<file path="config.mk">
export PLATFORM = sky130hd
export DESIGN_NAME = bus_request_ctrl
export DESIGN_NICKNAME = d
export VERILOG_FILES = /design/src/rtl/bus_pkg.sv /design/src/rtl/crc8_byte.sv /design/src/rtl/bus_request_ctrl.sv
export SDC_FILE = /design/constraint.sdc
export NUM_CORES = 1
export LEC_CHECK = 0
export CAP_MARGIN = 20
export CORE_ASPECT_RATIO = 1.75
export CORE_MARGIN = 2
export CORE_UTILIZATION = 40
export CTS_BUF_LIST = sky130_fd_sc_hd__clkbuf_4
export CTS_CLUSTER_SIZE = 14
export DETAILED_ROUTE_END_ITERATION = 10
export HOLD_SLACK_MARGIN = 0.02
export PLACE_DENSITY = 0.68
export RECOVER_POWER = 100
export SLEW_MARGIN = 40
export SYNTH_ARGS = -nofsm -noshare
export SYNTH_HDL_FRONTEND = slang
export SYNTH_SLANG_ARGS = --single-unit
</file>
<file path="constraint.sdc">
create_clock -name clock -period 2.7 [get_ports clock]
set_clock_uncertainty 0.1 [all_clocks]
set_input_delay 0.675 -clock clock [delete_from_list [all_inputs] [get_ports clock]]
set_output_delay 0.675 -clock clock [all_outputs]
set_load 0.005 [all_outputs]
</file>
<file path="src/rtl/bus_pkg.sv">
// Shared definitions for the bus request controller: FSM encoding, status codes, CRC polynomial.
// Imported by bus_request_ctrl and crc8_byte.
package bus_pkg;

    typedef enum logic [2:0] {
        S_IDLE         = 3'd0,
        S_WAIT_TX_FREE = 3'd1,
        S_START_TX     = 3'd2,
        S_CLEAR_TX     = 3'd3,
        S_WAIT_TX_DONE = 3'd4,
        S_RX_DATA      = 3'd5,
        S_RX_CRC       = 3'd6,
        S_CHECK        = 3'd7
    } state_t;

    localparam logic [2:0] ST_WAIT_TX  = 3'd0;
    localparam logic [2:0] ST_WAIT_RX  = 3'd1;
    localparam logic [2:0] ST_OK       = 3'd2;
    localparam logic [2:0] ST_CRC_ERR  = 3'd3;
    localparam logic [2:0] ST_TIMEOUT  = 3'd4;

    localparam logic [7:0] CRC8_POLY   = 8'h07;

endpackage

</file>
<file path="src/rtl/crc8_byte.sv">
// Combinational CRC-8 byte step (MSB first, no reflection): crc_out = CRC(crc_in, byte_in).
// Purely combinational, zero latency.
module crc8_byte
    import bus_pkg::*;
(
    input  logic [7:0] crc_in,
    input  logic [7:0] byte_in,
    output logic [7:0] crc_out
);

    logic [7:0] w_acc;

    always_comb begin
        w_acc = crc_in ^ byte_in;
        for (int i = 0; i < 8; i++) begin
            if (w_acc[7]) begin
                w_acc = {w_acc[6:0], 1'b0} ^ CRC8_POLY;
            end else begin
                w_acc = {w_acc[6:0], 1'b0};
            end
        end
        crc_out = w_acc;
    end

endmodule

</file>
<file path="src/rtl/bus_request_ctrl.sv">
// Bus request controller: sends a command byte over UART TX, collects payload + CRC-8 from UART RX, reports status.
// Define BUS_CTRL_TIMEOUT_EN to compile in the receive timeout with automatic retransmission.
module bus_request_ctrl
    import bus_pkg::*;
#(
    parameter int PAYLOAD_BYTES  = 2,
    parameter int TIMEOUT_CYCLES = 50000,
    parameter int MAX_RETRIES    = 2
)
(
    input  logic                       clock,
    input  logic                       reset,
    input  logic                       enable,
    input  logic [7:0]                 command,
    input  logic [7:0]                 data_rx,
    input  logic                       done_rx,
    input  logic                       active_tx,
    input  logic                       done_tx,
    output logic [7:0]                 tx_data,
    output logic                       enable_tx,
    output logic [8*PAYLOAD_BYTES-1:0] data,
    output logic [7:0]                 crc,
    output logic [2:0]                 status,
    output logic [2:0]                 retries,
    output logic                       done
);

    localparam int DW    = 8 * PAYLOAD_BYTES;
    localparam int CNT_W = 4;

    generate
        if (PAYLOAD_BYTES < 1 || PAYLOAD_BYTES > 16 || MAX_RETRIES < 0 || MAX_RETRIES > 7 ||
            TIMEOUT_CYCLES < 2) begin : g_bad_params
            $error("bus_request_ctrl: parameter out of range");
        end
    endgenerate

    state_t             r_state,     w_state_nxt;
    logic [7:0]         r_tx_data,   w_tx_data_nxt;
    logic               r_enable_tx, w_enable_tx_nxt;
    logic [DW-1:0]      r_data,      w_data_nxt;
    logic [7:0]         r_crc,       w_crc_nxt;
    logic [2:0]         r_status,    w_status_nxt;
    logic [2:0]         r_retries,   w_retries_nxt;
    logic               r_done,      w_done_nxt;
    logic [CNT_W-1:0]   r_count,     w_count_nxt;
    logic [7:0]         r_crc_run,   w_crc_run_nxt;
    logic [7:0]         w_crc_step;

`ifdef BUS_CTRL_TIMEOUT_EN
    localparam int TMR_W = (TIMEOUT_CYCLES > 2) ? $clog2(TIMEOUT_CYCLES) : 1;
    logic [TMR_W-1:0]   r_timer,     w_timer_nxt;
`endif

    crc8_byte u_crc8 (
        .crc_in  (r_crc_run),
        .byte_in (data_rx),
        .crc_out (w_crc_step)
    );

    always_comb begin
        w_state_nxt     = r_state;
        w_tx_data_nxt   = r_tx_data;
        w_enable_tx_nxt = 1'b0;
        w_data_nxt      = r_data;
        w_crc_nxt       = r_crc;
        w_status_nxt    = r_status;
        w_retries_nxt   = r_retries;
        w_done_nxt      = 1'b0;
        w_count_nxt     = r_count;
        w_crc_run_nxt   = r_crc_run;
`ifdef BUS_CTRL_TIMEOUT_EN
        w_timer_nxt     = r_timer;
`endif

        // A request pulse restarts from any state; a coincident received byte is dropped.
        if (enable) begin
            w_tx_data_nxt = command;
            w_retries_nxt = 3'd0;
            w_status_nxt  = ST_WAIT_TX;
            w_state_nxt   = S_WAIT_TX_FREE;
        end else begin
            case (r_state)
                S_IDLE: ;
                S_WAIT_TX_FREE: begin
                    if (!(active_tx || done_tx)) begin
                        w_state_nxt = S_START_TX;
                    end
                end
                S_START_TX: begin
                    w_enable_tx_nxt = 1'b1;
                    w_state_nxt     = S_CLEAR_TX;
                end
                S_CLEAR_TX: begin
                    w_state_nxt = S_WAIT_TX_DONE;
                end
                S_WAIT_TX_DONE: begin
                    if (done_tx) begin
                        w_status_nxt  = ST_WAIT_RX;
                        w_count_nxt   = '0;
                        w_crc_run_nxt = 8'h00;
`ifdef BUS_CTRL_TIMEOUT_EN
                        w_timer_nxt   = '0;
`endif
                        w_state_nxt   = S_RX_DATA;
                    end
                end
                S_RX_DATA: begin
                    if (done_rx) begin
                        w_data_nxt[DW-8-8*int'(r_count) +: 8] = data_rx;
                        w_crc_run_nxt = w_crc_step;
                        if (r_count == CNT_W'(PAYLOAD_BYTES - 1)) begin
                            w_state_nxt = S_RX_CRC;
                        end else begin
                            w_count_nxt = r_count + CNT_W'(1);
                        end
                    end
                end
                S_RX_CRC: begin
                    if (done_rx) begin
                        w_crc_nxt   = data_rx;
                        w_state_nxt = S_CHECK;
                    end
                end
                S_CHECK: begin
                    w_status_nxt = (r_crc_run == r_crc) ? ST_OK : ST_CRC_ERR;
                    w_done_nxt   = 1'b1;
                    w_state_nxt  = S_IDLE;
                end
                default: w_state_nxt = S_IDLE;
            endcase

`ifdef BUS_CTRL_TIMEOUT_EN
            // Timer restarts on every received byte; a byte on the expiry cycle beats the timeout.
            if (r_state == S_RX_DATA || r_state == S_RX_CRC) begin
                if (done_rx) begin
                    w_timer_nxt = '0;
                end else if (r_timer == TMR_W'(TIMEOUT_CYCLES - 1)) begin
                    w_timer_nxt = '0;
                    if (r_retries < 3'(MAX_RETRIES)) begin
                        w_retries_nxt = r_retries + 3'd1;
                        w_status_nxt  = ST_WAIT_TX;
                        w_state_nxt   = S_WAIT_TX_FREE;
                    end else begin
                        w_status_nxt  = ST_TIMEOUT;
                        w_done_nxt    = 1'b1;
                        w_state_nxt   = S_IDLE;
                    end
                end else begin
                    w_timer_nxt = r_timer + TMR_W'(1);
                end
            end
`endif
        end
    end

    always_ff @(posedge clock) begin
        if (reset) begin
            r_state     <= S_IDLE;
            r_tx_data   <= 8'h00;
            r_enable_tx <= 1'b0;
            r_data      <= '0;
            r_crc       <= 8'h00;
            r_status    <= ST_OK;
            r_retries   <= 3'd0;
            r_done      <= 1'b0;
            r_count     <= '0;
            r_crc_run   <= 8'h00;
`ifdef BUS_CTRL_TIMEOUT_EN
            r_timer     <= '0;
`endif
        end else begin
            r_state     <= w_state_nxt;
            r_tx_data   <= w_tx_data_nxt;
            r_enable_tx <= w_enable_tx_nxt;
            r_data      <= w_data_nxt;
            r_crc       <= w_crc_nxt;
            r_status    <= w_status_nxt;
            r_retries   <= w_retries_nxt;
            r_done      <= w_done_nxt;
            r_count     <= w_count_nxt;
            r_crc_run   <= w_crc_run_nxt;
`ifdef BUS_CTRL_TIMEOUT_EN
            r_timer     <= w_timer_nxt;
`endif
        end
    end

    assign tx_data   = r_tx_data;
    assign enable_tx = r_enable_tx;
    assign data      = r_data;
    assign crc       = r_crc;
    assign status    = r_status;
    assign retries   = r_retries;
    assign done      = r_done;

endmodule

</file>
==> reports/qor.yml, run 1 <==
final_area_sq_um: 3780
regArea_sq_um: 1020
first_pass_iters: 5
worstMarginPinSlew_ns: 0.925
grt_util_all_layers_pct: 19.9
vias: 2562
post_route_cells_drive_above_1_share_pct: 12.2
worstSetupStartpointType: "register"
fin_ws_ns: 0.0409
htreeDepth: 2
synth_edf_count: 0
cts_sinks: 51
post_cts_buffers: 0
status: "complete, no violations"
worstSetupEndpointType: "register"
start_util_pct: 40.8
grt_overflow: 0
synth_sequential_area_ratio_pct: 35.4
powerDensity_nw_per_um2: 372
r2r-start: "r_count[2]"
hold_viol: 0
route.detailed.drc: 0
seqPwrFrac_pct: 55.0
io_buffers: 57
routedWlPerCell_um: 16.0
insertion_delay_ns: 0.39
place_area_sq_um: 3670
gp_congestion: 0.790
syn-mean-instance-area_sq_um: 9.46
slew_headroom_pct: 38.3
whs_path_depth: 2
crit_fanout: 8
io_pins: 62
crit_type: "register to register"
sw_frac_of_total_pct: 23.7
synthesis.area_sq_um: 2890
arrival_ns: 2.83
synth_fa_ha_area_share_pct: 4.34
timing.final.crit_share_pct: 98.5
wl_um: 7430
power_frac_clock_pct: 31.8
power_frac_comb_pct: 13.1
viasPerCell: 5.53
synth_top_family_by_area: "simple AND/OR/NAND/NOR gates"
p_sw_uw: 333
vdd_drop_max_mv: 0.298
total_power_uw: 1410
critPathRequiredTime_ns: 2.87
setup_viol: 0
fp.coreArea_sq_um: 7080
synth_mux_area_share_pct: 6.29
rows: 41
fillCellCount: 693
holdCritStartpoint: "data[0]"
cts_root_buf: "clkbuf_4"
synthArstFlopShare_pct: 0
synth_compound_area_share_pct: 15.4
antenna_found_initial: 0
area_growth_syn_to_layout_pct: 30.9
rsz0062_at_grt: "yes"
yosysUniqueCellTypes: 50
synth.most_common_cell: "dfxtp_1"
final_antenna_net_count: 0
grt_start_max_net_pins: 36
p_leak_uw: 0.00156
synth_top_area_cell: "dfxtp_1"
cts_buffer_depth: 2
grt_pass1_wl_um: 12000
die_area_sq_um: 7940
cts_tree: "built"
clk_pin_slew_worst_paths_ns: 0.16
r2r_cells: 10
fin_nets: 408
drv_slew: 0
grt_pass1_vias: 2519
synth_ff_type: "dfxtp_1"
placedCellCount: 455
synthXorXnorAreaFrac_pct: 14.4
dp_hpwl_um: 5590
cts_buffers: 5
netlist_instances: 305
synth-simple-area-share_pct: 19.0
multiInputGateArea_sq_um: 1770
pre_cts_slack_ns: 0.0269
cap_viol_max_count: 0
instances_no_fill: 463
period_needed_ns: 2.66
worstReg2RegEnd: "data[11]"
yosys_warnings: 0
rrSetupSlack_ns: 0.04
ys_seq_elements: 51
worstHoldPathType: "register to register"
fp.dieW_um: 68.2
drtIter0Drc: 217
synth_top_area_share_pct: 35.4
synth_commonest_cells: "51 x dfxtp_1, 24 x a21oi_1, 24 x nor2_1, 22 x nand4_1, 18 x o31ai_1"
clock.fmax_mhz: 376
ys_top_cells_by_area: "dfxtp_1 35%, mux2i_1 5.9%, xnor2_1 5.2%, nand4_1 4.8%, o31ai_1 4.7%"
die_y_um: 116
internal-power_uw: 1070
hold_end: "data[0]"
[power groups by stage]
stage / combinational [uW] / clock, uW / sequential [uW]
final: 185 / 448 / 774
after global routing: 199 / 486 / 777
after CTS: 190 / 465 / 775
after detailed placement: 189 / 0 / 791
after global placement: 188 / 0 / 791
after floorplan: 109 / 0 / 787
[metal layers]
metal  vias to the layer above  track usage [%]  share of wire [%]
met5                         -                0                  0
met4                         0             9.47                2.6
met3                        14             3.66                4.1
met2                        76             34.4                 53
met1                      1216             23.0                 40
li1                       1256                -                  -
[per-stage QoR]
step	util, %	hold slack, ns	setup TNS [ns]
2_1_floorplan	-	0.360	0
3_3_place_gp	51.8	0.353	0
3_5_place_dp	51.8	0.362	0
4_1_cts	53.0	0.381	0
5_1_grt	53.3	0.400	-0.0589
6_report	53.4	0.370	0
[worst max-delay path, cell delays in order, from the launching register on]
cell,delay (ns)
dfxtp_2,0.37
inv_1,0.13
ha_2,0.25
xor2_1,0.22
nand2_1,0.09
ha_1,0.32
nor4bb_4,0.33
nand4_1,0.14
buf_4,0.19
o31ai_1,0.29
a21oi_1,0.11
[state kept, by name (all words and copies together), names as in the netlist]
name and flops:
crc 8, r_crc_run 8, tx_data 8, enable_tx 1, status 2, r_count 4, r_state 3, done 1
data 16
[final cells by class]
type	count	share of cell area (%)
clock buffer	6	1.19
multi-input combinational	227	47.0
inverter	6	0.596
timing repair buffer	85	20.4
clock inverter	1	0.795
antenna	1	0.0662
tap	86	2.85
sequential	51	27.1
[layout by cell type, fill, tap and decap left out, types with 4 or more instances in the layout]
cell,count
dfxtp_1,49
dlygate4sd3_1,36
buf_4,25
nor2_1,24
a21oi_1,24
nand4_1,22
clkdlybuf4s50_1,21
xnor2_1,17
o31ai_1,17
mux2i_1,17
nand2_1,11
ha_1,9
o21ai_0,7
inv_1,6
xnor3_1,6
clkbuf_4,6
nor2b_1,5
nand3_1,4
xor2_1,4
xor3_1,4
conb_1,4
[worst max-delay path by stage]
stage               endpoint  cells after the start       start  slack, ns
floorplan           data[14]                      7  r_count[1]        0.1
global placement     data[8]                      9  r_count[1]       0.07
detailed placement  data[11]                      9  r_count[1]       0.03
CTS                  data[9]                     10  r_count[1]       0.03
global route         data[4]                     10  r_count[2]      -0.04
finish              data[11]                     10  r_count[2]       0.04
[kinds of logic (layout without fill, tap and decap cells)]
group,Yosys count,in the layout
AND/OR/NAND/NOR,96,96
multiplexers,18,18
adder cells (fa/ha/maj),10,10
buffers and inverters,30,98
other,1,5
flip-flops,51,51
AO/OA/AOI/OAI,68,68
XOR/XNOR,31,31
[repair_timing]
action / CTS / global route
endpoints found under the setup margin: 2 / 16
gates resized for setup: 3 / 9
hold buffers: 0 / 0
(Power assumes the default switching activity.)
==> run 2: changes to the inputs <==
--- a/config.mk
+++ b/config.mk
@@ -12,6 +12,7 @@
 export CTS_BUF_LIST = sky130_fd_sc_hd__clkbuf_4
 export CTS_CLUSTER_SIZE = 14
 export DETAILED_ROUTE_END_ITERATION = 10
+export GPL_TIMING_DRIVEN = 0
 export HOLD_SLACK_MARGIN = 0.02
 export PLACE_DENSITY = 0.68
 export RECOVER_POWER = 100
==> run 2 against run 1 <==
Sequential power shrank 0.5%. Combinational power is essentially flat. Setup slack gained 0.022 ns. Global-route usage shrank 0.73 points. Die area is the same. First-iteration DRC count shrank 33%. Clock power shrank 20%. Largest power group unchanged. Utilization is essentially flat. Critical path type unchanged.
==> reports/qor.yml, run 2 (synthesized netlist as in run 1, its figures left out) <==
final_antenna_net_count: 0  # unchanged
htreeDepth: 2  # unchanged
critPathRequiredTime_ns: 2.86  # about the same
worstReg2RegEnd: "data[2]"
fillCellCount: 662  # -4.5%
vias: 2580  # +0.70%
start_util_pct: 40.8  # unchanged
drv_slew: 0  # unchanged
grt_start_max_net_pins: 16  # -56%
cts_buffers: 5  # unchanged
largest_register_ffs: 16  # unchanged
final_common_cell: "clkdlybuf4s50_1"
routedWlPerCell_um: 16.1  # about the same
crit_type: "register to register"
holdCritStartpoint: "data[1]"
fp.dieW_um: 68.2  # unchanged
cts_tree: "built"
p_leak_uw: 0.00139  # -11%
arrival_ns: 2.79  # -0.04 ns
viasPerCell: 5.61  # +1.4%
grt_pass1_wl_um: 11500  # -4.2%
worstHoldPathType: "register to register"
slew_headroom_pct: 53.7  # +15 points
wl_um: 7390  # -0.55%
die_area_sq_um: 7940  # unchanged
area_growth_syn_to_layout_pct: 30.8  # about the same
grt_overflow: 0  # unchanged
worstSetupEndpointType: "register"
clock.fmax_mhz: 379  # +0.84%
critPathSlowestCell: "dfxtp_4"
slowest_delay_ns: 0.42  # +0.05 ns
final_core_util_pct: 53.3  # about the same
worstMarginPinSlew_ns: 0.692  # -0.233 ns
layout_common_cells: "54 x clkdlybuf4s50_1, 49 x dfxtp_1, 24 x nor2_1, 24 x a21oi_1, 22 x nand4_1"
crit_path_cell_trace: "clkinvlp_4 > ha_4 > nor2b_2 > nand2_1 > ha_1 > nor4bb_1 > nand4_1 > buf_4 > o31ai_1 > a21oi_1"
critPathTopFamily: "simple AND/OR/NAND/NOR gates"
path_buf_inv: 2  # unchanged
fp.coreArea_sq_um: 7080  # unchanged
cts_buffer_depth: 2  # unchanged
gp_congestion: 0.832  # +5.4%
whs_path_depth: 2  # unchanged
vdd_drop_max_mv: 0.292  # -2.0%
die_y_um: 116  # unchanged
setup_viol: 0  # unchanged
clk_pin_slew_worst_paths_ns: 0.15  # about the same
insertion_delay_ns: 0.38  # about the same
drtIter0Drc: 145  # -33%
antennaDiodeCount: 0  # -1
worstSetupStartpointType: "register"
rows: 41  # unchanged
post_route_cells_drive_above_1_share_pct: 12.3  # +0.065 points
io_buffers: 54  # -5.3%
total_power_uw: 1310  # -6.5%
grt_util_all_layers_pct: 19.2  # -0.73 points
period_needed_ns: 2.64  # -0.0222 ns
rrSetupSlack_ns: 0.06  # +0.02 ns
crit_fanout: 8  # unchanged
dp_hpwl_um: 5510  # -1.3%
powerDensity_nw_per_um2: 348  # -6.5%
antenna_found_initial: 0  # unchanged
route.detailed.drc: 0  # unchanged
io_pins: 62  # unchanged
cts_root_buf: "clkbuf_4"
cap_viol_max_count: 0  # unchanged
timing.final.crit_share_pct: 97.7  # -0.82 points
multiInputGateArea_sq_um: 1850  # +4.5%
hold_viol: 0  # unchanged
first_pass_iters: 4  # -1
r2r-start: "r_count[1]"
r2r_cells: 10  # unchanged
grt_pass1_vias: 2493  # -1.0%
regArea_sq_um: 1030  # +0.24%
hold_end: "data[1]"
status: "complete, no violations"
cts_sinks: 51  # unchanged
fin_nets: 405  # -0.74%
[run 2: what timing repair did]
| action | 4_1_cts | 5_1_grt |
|---|---|---|
| gates cloned | 0 | 0 |
| buffers inserted | 2 | 4 |
| resized for setup | 5 | 19 |
| hold buffers | 0 | 0 |
| endpoints found under the setup margin | 16 | 16 |
| pin swaps | 2 | 2 |
[run 2: tightest hold or removal path: cells and delay by family (launching register included)]
| kind | cells | cell delay, ns |
|---|---|---|
| flops | 1 | 0.34 |
| compound gates | 2 | 0.11 |
[run 2: worst max-delay path by stage]
stage	slack [ns]	depth (start not counted)	to	startpoint
final	0.06	10	data[2]	r_count[1]
after global routing	-0.05	10	data[10]	r_count[1]
after CTS	0.03	7	data[2]	r_count[1]
after detailed placement	-0.45	7	data[13]	r_count[1]
after global placement	-0.40	7	data[11]	r_count[1]
after floorplan	0.1	7	data[14]	r_count[1]
[run 2: power by group]
part           total (uW)  switching (uW)  internal, uW
Combinational         185            80.4           104
Sequential            770            7.40           762
Clock                 360             249           112
[run 2: area by class of cell]
cell class,instances,share of cell area [%]
multi-input combinational,227,49.1
clock inverter,2,0.331
buffer,22,3.12
clock buffer,6,1.19
timing repair buffer,60,15.5
tap,86,2.85
inverter,6,0.696
sequential,51,27.2
[run 2: stage by stage]
| step | instances | area, sq um | setup WS, ns | setup TNS, ns | hold slack, ns |
|---|---|---|---|---|---|
| 2_1_floorplan | 308 | 2900 | 0.0970 | 0 | 0.360 |
| 4_1_cts | 456 | 3630 | 0.0305 | 0 | 0.380 |
| 6_report | 460 | 3770 | 0.0631 | 0 | 0.376 |
| 3_5_place_dp | 448 | 3540 | -0.447 | -6.93 | 0.360 |
| 5_1_grt | 460 | 3770 | -0.0500 | -0.393 | 0.409 |
| 3_3_place_gp | 448 | 3540 | -0.401 | -5.56 | 0.353 |
[run 2: layer usage]
metal  vias up  GRT usage (%)  share of wire, %
li1       1255              -                 -
met1      1233           21.3                39
met2        73           34.5                54
met3        19           2.99               3.9
met4         0           8.93               3.2
met5         -              0                 0
